<file path="src/rtl/div_ctrl_pkg.sv">
// Shared definitions for the EX-stage divider controller.
// Holds ALU op codes, state encoding, drain length and the divider result layout.
package div_ctrl_pkg;

    localparam int unsigned DATA_W  = 32;
    localparam int unsigned ALUOP_W = 8;
    localparam int unsigned RES_W   = 2 * DATA_W;

    localparam logic [ALUOP_W-1:0] ALUOP_DIV  = 8'b00011010;
    localparam logic [ALUOP_W-1:0] ALUOP_DIVU = 8'b00011011;

    // Cycles spent in CANCEL so the divider can return to free from any state
    localparam int unsigned DRAIN_CYCLES = 3;
    localparam int unsigned DRAIN_W      = 2;

    typedef enum logic [1:0] {
        ST_IDLE   = 2'd0,
        ST_BUSY   = 2'd1,
        ST_DONE   = 2'd2,
        ST_CANCEL = 2'd3
    } div_state_e;

    // Divider result bus: {remainder, quotient}
    typedef struct packed {
        logic [DATA_W-1:0] rem;
        logic [DATA_W-1:0] quot;
    } div_result_t;

    function automatic logic is_div_op(input logic [ALUOP_W-1:0] op);
        return (op == ALUOP_DIV) || (op == ALUOP_DIVU);
    endfunction

endpackage

</file>
<file path="src/rtl/div_ctrl.sv">
// EX-stage divider controller: issues DIV/DIVU to the multi-cycle divider,
// stalls EX while it runs, and presents the {rem, quot} result as a HI/LO write.
// Ports:
//   clk, rst            clock, asynchronous active-low reset
//   aluop_i, reg1_i/2_i EX op and operands (dividend, divisor)
//   flush_i             kills the EX instruction
//   ex_stall_i          EX held by another stall source
//   div_result_i/ready  divider result and success strobe
//   div_start_o, div_signed_o, div_opdata1_o/2_o, div_cancel_o  divider handshake
//   stallreq_o          combinational pipeline stall request
//   hilo_we_o, hi_o, lo_o  HI/LO write (we is combinational, data registered)
//   dbz_o               divisor was zero
module div_ctrl
    import div_ctrl_pkg::*;
(
    input  logic               clk,
    input  logic               rst,
    input  logic [ALUOP_W-1:0] aluop_i,
    input  logic [DATA_W-1:0]  reg1_i,
    input  logic [DATA_W-1:0]  reg2_i,
    input  logic               flush_i,
    input  logic               ex_stall_i,
    input  logic [RES_W-1:0]   div_result_i,
    input  logic               div_ready_i,
    output logic               div_start_o,
    output logic               div_signed_o,
    output logic [DATA_W-1:0]  div_opdata1_o,
    output logic [DATA_W-1:0]  div_opdata2_o,
    output logic               div_cancel_o,
    output logic               stallreq_o,
    output logic               hilo_we_o,
    output logic [DATA_W-1:0]  hi_o,
    output logic [DATA_W-1:0]  lo_o,
    output logic               dbz_o
);

    div_state_e         state_q, state_d;
    logic               start_q, start_d;
    logic               cancel_q, cancel_d;
    logic               signed_q, signed_d;
    logic               dbz_q, dbz_d;
    logic [DATA_W-1:0]  op1_q, op1_d;
    logic [DATA_W-1:0]  op2_q, op2_d;
    logic [DATA_W-1:0]  hi_q, hi_d;
    logic [DATA_W-1:0]  lo_q, lo_d;
    logic [DRAIN_W-1:0] drain_q, drain_d;

    logic               div_op_c;
    div_result_t        res_c;

    assign div_op_c = is_div_op(aluop_i);
    assign res_c    = div_result_t'(div_result_i);

    // Next-state, registered-output next values and combinational outputs
    always_comb begin
        state_d    = state_q;
        start_d    = start_q;
        cancel_d   = 1'b0;
        signed_d   = signed_q;
        dbz_d      = dbz_q;
        op1_d      = op1_q;
        op2_d      = op2_q;
        hi_d       = hi_q;
        lo_d       = lo_q;
        drain_d    = drain_q;
        stallreq_o = 1'b0;
        hilo_we_o  = 1'b0;

        case (state_q)
            ST_IDLE: begin
                if (div_op_c && !flush_i) begin
                    stallreq_o = 1'b1;
                    // A stale ready from the previous result blocks a new start
                    if (!div_ready_i) begin
                        op1_d    = reg1_i;
                        op2_d    = reg2_i;
                        signed_d = (aluop_i == ALUOP_DIV);
                        dbz_d    = (reg2_i == '0);
                        start_d  = 1'b1;
                        state_d  = ST_BUSY;
                    end
                end
            end
            ST_BUSY: begin
                stallreq_o = 1'b1;
                if (flush_i) begin
                    start_d  = 1'b0;
                    cancel_d = 1'b1;
                    drain_d  = DRAIN_W'(DRAIN_CYCLES - 1);
                    state_d  = ST_CANCEL;
                end else if (div_ready_i) begin
                    hi_d    = res_c.rem;
                    lo_d    = res_c.quot;
                    start_d = 1'b0;
                    state_d = ST_DONE;
                end
            end
            ST_DONE: begin
                hilo_we_o = !flush_i;
                if (flush_i || !ex_stall_i) begin
                    state_d = ST_IDLE;
                end
            end
            ST_CANCEL: begin
                // A follow-on divide waits here and issues from IDLE
                stallreq_o = div_op_c && !flush_i;
                if (drain_q == '0) begin
                    state_d = ST_IDLE;
                end else begin
                    drain_d = drain_q - DRAIN_W'(1);
                end
            end
            default: begin
                state_d = ST_IDLE;
            end
        endcase
    end

    // State and registered outputs
    always_ff @(posedge clk or negedge rst) begin
        if (!rst) begin
            state_q  <= ST_IDLE;
            start_q  <= 1'b0;
            cancel_q <= 1'b0;
            signed_q <= 1'b0;
            dbz_q    <= 1'b0;
            op1_q    <= '0;
            op2_q    <= '0;
            hi_q     <= '0;
            lo_q     <= '0;
            drain_q  <= '0;
        end else begin
            state_q  <= state_d;
            start_q  <= start_d;
            cancel_q <= cancel_d;
            signed_q <= signed_d;
            dbz_q    <= dbz_d;
            op1_q    <= op1_d;
            op2_q    <= op2_d;
            hi_q     <= hi_d;
            lo_q     <= lo_d;
            drain_q  <= drain_d;
        end
    end

    assign div_start_o   = start_q;
    assign div_cancel_o  = cancel_q;
    assign div_signed_o  = signed_q;
    assign div_opdata1_o = op1_q;
    assign div_opdata2_o = op2_q;
    assign hi_o          = hi_q;
    assign lo_o          = lo_q;
    assign dbz_o         = dbz_q;

endmodule
</file>
<file path="config.mk">
export PLATFORM = sky130hd
export DESIGN_NAME = div_ctrl
export DESIGN_NICKNAME = d
export VERILOG_FILES = /design/src/rtl/div_ctrl_pkg.sv /design/src/rtl/div_ctrl.sv
export SDC_FILE = /design/constraint.sdc
export NUM_CORES = 1
export LEC_CHECK = 0
export ABC_AREA = 1
export CAP_MARGIN = 0
export CORE_ASPECT_RATIO = 0.9
export CORE_MARGIN = 10
export CORE_UTILIZATION = 44
export CTS_BUF_LIST = sky130_fd_sc_hd__clkbuf_4 sky130_fd_sc_hd__clkbuf_8 sky130_fd_sc_hd__clkbuf_16
export DETAILED_ROUTE_END_ITERATION = 10
export PLACE_DENSITY = 0.86
export SYNTH_ARGS = -nofsm -noshare
export SYNTH_HDL_FRONTEND = slang
export SYNTH_SLANG_ARGS = --single-unit
</file>
<file path="constraint.sdc">
create_clock -name clk -period 4.2 [get_ports clk]
set_input_delay 1.26 -clock clk [delete_from_list [all_inputs] [get_ports clk]]
set_output_delay 1.26 -clock clk [all_outputs]
set_load 0.02 [all_outputs]
</file>
==> impl_metrics.py, run 1 <==
metrics = {
    "synth": {
        "ys_top_cells_by_area": "dfrtp_1 60%, mux2_4 16%, nand2_1 14%",
        "synth_fa_ha_area_frac": 0.0132,
        "syn-num-nets": 658,
        "synthXorXnorAreaFrac": 0,
        "async_flop_share": 1.00,
        "seq_area_frac_synth": 0.597,
        "yosys.area_share.simple": 0.172,
        "yosys.area.top_type_share": 0.597,
        "ys.flop_type": "dfrtp_1",
        "syn_area_per_cell_um2": 11.1,
        "ys_ff_latch": 136,
        "synth_edf_count": 0,
        "synthMuxAreaShare": 0.166,
        "synth.distinct_cells": 23,
        "synthCells": 511,
        "synth_area_um2": 5700,
        "synth_top_family_by_area": "simple AND/OR/NAND/NOR gates",
        "yosys_warnings": 0,
        "synth_area_leader_cell": "dfrtp_1",
        "synth_compound_area_frac": 0.0119,
    },
    "final_layout": {
        "fin_area_um2": 9200,
        "nets": 940,
        "multiInputGateArea_um2": 2070,
        "seq_area_um2": 3400,
        "num-fill-cells": 875,
        "final_util": 0.725,
        "syn2layout_area_growth_pct": 61.5,
        "n_antenna_cell": 0,
        "drive_gt1_frac": 0.140,
    },
    "routing": {
        "drt-pass1-iter-count": 6,
        "first_iter_violations": 271,
        "drc": 0,
        "vias": 4629,
        "detail_route.vias_per_cell": 4.77,
        "postRouteAntennaNets": 0,
        "wl_per_cell_um": 18.8,
        "wl_um": 18200,
    },
    "floorplan": {
        "dieArea_um2": 17900,
        "die_h_um": 128,
        "core_area_um2": 12700,
        "pin_count": 275,
        "row_count": 39,
        "fp.dieW_um": 140,
        "initial_core_util": 0.449,
    },
    "clock_tree": {
        "cts_resized": 0,
        "cts_buffers": 17,
        "clk_path_buf_depth": 2,
        "htreeDepth": 4,
        "cts_setup_buffers": 0,
        "holdBufCountCts": 0,
        "clkTransAtPathRegs_ps": 50,
        "cts.sinks": 136,
        "clkLatencyLatePin_ps": 420,
        "cts_root_buffer": "clkbuf_16",
        "cts_tree": "yes",
    },
    "placed_design": {
        "dpl.hpwl_um": 13900,
        "dpl_cell_area_um2": 8590,
        "place_congestion": 0.850,
        "io_buffers": 274,
    },
    "pwr": {
        "peakVddDrop_mv": 0.526,
        "cellLeakagePower_uw": 0.00452,
        "power_uw": 5590,
        "p_per_area_nw_per_um2": 608,
    },
    "sta": {
        "max_freq_ghz": 0.264,
        "slew_violations": 0,
        "skew_ps": 9.38,
        "period_needed_ps": 3780,
        "fin_hold_ws_ps": 476,
        "tns_ps": 0,
        "period_share": 0.900,
        "worstMarginPinSlew_ps": 790,
        "setup_viol": 0,
        "relSlewSlack": 0.473,
        "rsz0062_at_grt": "false",
        "hold_viol": 0,
    },
    "setup_path": {
        "crit_type": "in2out",
        "crit_slowest_cell": "clkdlybuf4s50_1",
        "end_kind": "output port",
        "worst_path_largest_cell_delay_ps": 640,
        "arrival_ps": 2520,
        "critPathLaunchType": "input pin",
        "path_common_cell": "clkdlybuf4s50_1",
        "critPathMaxFanout": 4,
        "crit_chain": "clkdlybuf4s50_1 > nor2_1 > clkdlybuf4s50_1",
        "required_ps": 2940,
    },
    "run": {
        "cap_violations": 0,
    },
    "min_path": {
        "worstHoldPathType": "reg2reg",
    },
    "global_routing": {
        "globalRoute.totalOverflow": 0,
        "grtUsageTotal": 0.200,
        "first_global_vias": 5076,
        "grt_pass1_wl_um": 28400,
        "grt_start_max_net_pins": 88,
        "antenna_found_initial": 0,
    },
    "outcome": {
        "outcome": "finished clean",
    },
}
==> area by class of cell <==
| cell class | instances | share of cell area |
|---|---|---|
| multi-input cells | 333 | 0.225 |
| repair buffers | 282 | 0.308 |
| clock inverters | 12 | 0.0165 |
| flip-flops and latches | 136 | 0.370 |
| well taps | 164 | 0.0223 |
| clock buffers | 20 | 0.0494 |
| inverters | 23 | 0.00939 |
==> critical path, delay by kind of cell <==
| kind | cells | cell delay, ps |
|---|---|---|
| AND/OR/NAND/NOR | 1 | 160 |
| buffers and inverters | 2 | 1110 |
==> path summary, 6_finish.rpt <==
check | from | end | slack [ps] | cells past startpoint
worst max-delay path | flush_i | hilo_we_o | 420 | 3
worst min-delay path | div_opdata1_o[31] | div_opdata1_o[31] | 480 | 2
worst max register to register | state_q[1] | lo_o[0] | 2030 | 7
worst min register to register | div_opdata1_o[31] | div_opdata1_o[31] | 480 | 2
max in group asynchronous | rst | lo_o[25] | 2420 | 2
min in group asynchronous | rst | div_opdata2_o[17] | 910 | 1
==> placed cells by master, fill, tap and decap left out, types with 4 or more instances in the layout <==
cell type        count
dfrtp_1            136
clkdlybuf4s50_1    272
nor2_1              24
mux2_2               4
nand3_1              5
clkbuf_16           17
buf_4                6
ha_1                 6
mux2_4              60
clkinvlp_4           5
inv_1               20
o21ai_0              8
nand2_1            214
==> layer usage <==
| layer | vias to the layer above | GRT usage | wire length (µm) |
|---|---|---|---|
| li1 | 2173 | - | - |
| met1 | 2236 | 0.224 | 7100 |
| met2 | 194 | 0.339 | 9250 |
| met3 | 26 | 0.0778 | 1500 |
| met4 | 0 | 0.0758 | 344 |
| met5 | - | 0 | 0 |
==> power by group <==
group | leakage, µW | internal, µW | switching (µW)
Combinational | 0.00248 | 1220 | 953
Sequential | 0.00176 | 1680 | 229
Clock | 0.000285 | 958 | 555
Total | 0.00452 | 3860 | 1740
==> state kept, by name (all words and copies together), names as in the netlist <==
signal,cells
div_opdata1_o,32
div_opdata2_o,32
hi_o,32
lo_o,32
drain_q,2
state_q,2
dbz_o,1
div_cancel_o,1
div_signed_o,1
div_start_o,1
==> logic make-up after synthesis <==
family,Yosys count
and+or+nand+nor,251
DFF,136
muxes,64
buffers and inverters,42
AOI/OAI and AO/OA,12
adders and majority gates,6
==> cells in the mapped netlist (3+ instances only) <==
| library cell | count |
|---|---|
| nand2_1 | 214 |
| inv_1 | 20 |
| nor2_1 | 24 |
| dfrtp_1 | 136 |
| mux2_2 | 4 |
| nand4_1 | 3 |
| mux2_4 | 60 |
| clkbuf_1 | 5 |
| o21ai_0 | 8 |
| inv_2 | 3 |
| buf_6 | 6 |
| ha_1 | 6 |
| nand3_1 | 5 |
| buf_4 | 6 |
==> stage by stage <==
stage / worst slack (ps) / instances
finish: 418 / 970
global route: 329 / 970
CTS: 61.3 / 970
detailed placement: 73.5 / 938
global placement: 119 / 938
floorplan: 1020 / 511
Power figures use the tool's default switching activity.
==> inputs of run 2 (changes only) <==
- CORE_MARGIN: 10 -> default
==> impl_metrics.py, run 2 (synthesis results as in run 1) <==
metrics = {
    "outcome": {
        "outcome": "finished clean",
    },
    "sta": {
        "skew_ps": 9.41,
        "hold_viol": 0,
        "fin_hold_ws_ps": 477,
        "setup_viol": 0,
        "tns_ps": 0,
        "slew_violations": 0,
        "worstMarginPinSlew_ps": 756,
        "max_freq_ghz": 0.264,
        "period_share": 0.900,
        "period_needed_ps": 3780,
        "rsz0062_at_grt": "false",
        "relSlewSlack": 0.496,
    },
    "clock_tree": {
        "cts_setup_buffers": 0,
        "cts_root_buffer": "clkbuf_16",
        "cts.sinks": 136,
        "cts_tree": "yes",
        "clkTransAtPathRegs_ps": 60,
        "clkLatencyLatePin_ps": 420,
        "holdBufCountCts": 0,
        "htreeDepth": 4,
        "cts_buffers": 17,
        "clk_path_buf_depth": 2,
    },
    "run": {
        "cap_violations": 0,
    },
    "routing": {
        "drt-pass1-iter-count": 5,
        "wl_per_cell_um": 16.9,
        "vias": 4639,
        "drc": 0,
        "postRouteAntennaNets": 0,
        "first_iter_violations": 306,
        "detail_route.vias_per_cell": 4.79,
        "wl_um": 16400,
    },
    "pwr": {
        "power_uw": 5620,
        "cellLeakagePower_uw": 0.00452,
        "p_per_area_nw_per_um2": 609,
        "peakVddDrop_mv": 0.494,
    },
    "placed_design": {
        "dpl.hpwl_um": 11500,
        "io_buffers": 274,
        "place_congestion": 0.858,
    },
    "final_layout": {
        "drive_gt1_frac": 0.139,
        "syn2layout_area_growth_pct": 61.7,
        "final_util": 0.729,
        "final_cell_mix": "272 x clkdlybuf4s50_1, 214 x nand2_1, 136 x dfrtp_1, 60 x mux2_4, 24 x nor2_1",
        "n_antenna_cell": 0,
        "nets": 939,
        "final_common_cell": "clkdlybuf4s50_1",
    },
    "floorplan": {
        "row_count": 39,
        "die_h_um": 110,
        "core_area_um2": 12600,
        "pin_count": 275,
        "dieArea_um2": 13400,
        "initial_core_util": 0.451,
        "fp.dieW_um": 122,
    },
    "min_path": {
        "worstHoldPathType": "reg2reg",
    },
    "global_routing": {
        "grtUsageTotal": 0.246,
        "first_global_vias": 4795,
        "globalRoute.totalOverflow": 0,
        "antenna_found_initial": 0,
        "grt_pass1_wl_um": 24600,
        "grt_start_max_net_pins": 82,
    },
    "setup_path": {
        "crit_chain": "clkdlybuf4s50_1 > nor2_1 > clkdlybuf4s50_1",
        "critPathLaunchType": "input pin",
        "crit_type": "in2out",
        "path_common_cell": "clkdlybuf4s50_1",
        "critPathMaxFanout": 4,
        "arrival_ps": 2520,
        "worst_path_largest_cell_delay_ps": 620,
        "end_kind": "output port",
        "crit_slowest_cell": "clkdlybuf4s50_1",
        "required_ps": 2940,
        "critical_path_buf_inv_count": 2,
        "crit_family": "buffers and inverters",
    },
}
-- run 2: changes by cell type in the layout (fill, tap and decap cells not counted), moves of 2 or more --
cell        change
clkinv_2        -3
clkinvlp_4      -2
inv_6           +4
clkbuf_4        -2
buf_4           -2
clkinv_4        +4
-- run 2: final timing paths --
| path | startpoint | end | cells after the start | slack (ps) |
|---|---|---|---|---|
| max in group asynchronous | rst | div_opdata2_o[26] | 2 | 2560 |
| min | div_opdata1_o[9] | div_opdata1_o[9] | 2 | 480 |
| max reg2reg | state_q[1] | hi_o[25] | 7 | 2160 |
| min in group asynchronous | rst | hi_o[27] | 1 | 880 |
| min reg2reg | div_opdata1_o[9] | div_opdata1_o[9] | 2 | 480 |
| max | flush_i | hilo_we_o | 3 | 420 |
-- run 2: where the power goes --
group	switching, µW	leakage, µW	internal (µW)	total [µW]
Combinational	945	0.00247	1220	2160
Clock	598	0.000291	945	1540
Sequential	231	0.00176	1680	1910
Total	1770	0.00452	3840	5620
-- run 2: through the flow --
stage / worst slack [ps] / instances / instance area (µm²)
final: 418 / 969 / 9210
after global routing: 359 / 969 / 9210
after CTS: 76.9 / 969 / 9210
after detailed placement: 89.0 / 937 / 8590
after global placement: 137 / 937 / 8590
after floorplan: 1020 / 511 / 5700
-- run 2: final cells by class --
type,instances,area (µm²)
fill,854,3420
sequential,136,3400
timing repair buffer,281,2840
multi-input combinational,333,2070
clock buffer,17,425
tap,164,205
clock inverter,15,191
inverter,23,86.3
-- run 2: worst register-to-register path: cells and delay by family (launching register included) --
family                     cells  cell delay [ps]
buffers and inverters          3              500
DFF                            1              400
and+or+nand+nor                2              400
muxes                          1              370
adders and majority gates      1              260
-- run 2: repair_timing --
item | CTS | global route
endpoints found under the setup margin | 0 | 1
endpoints found under the hold margin | 0 | 0
gates resized for setup | 0 | 1
-- run 2: metal layers --
layer | track usage | vias to the layer above | part of all wire
met5 | 0 | - | 0
met4 | 0.102 | 0 | 0.020
met3 | 0.0742 | 25 | 0.065
met2 | 0.437 | 186 | 0.53
met1 | 0.274 | 2249 | 0.39
li1 | - | 2179 | -
==> inputs of run 3 (changes only) <==
- CAP_MARGIN: 0 -> 30
==> results of run 3 <==
Final layout, timing and power as in run 2 (identical DEF).
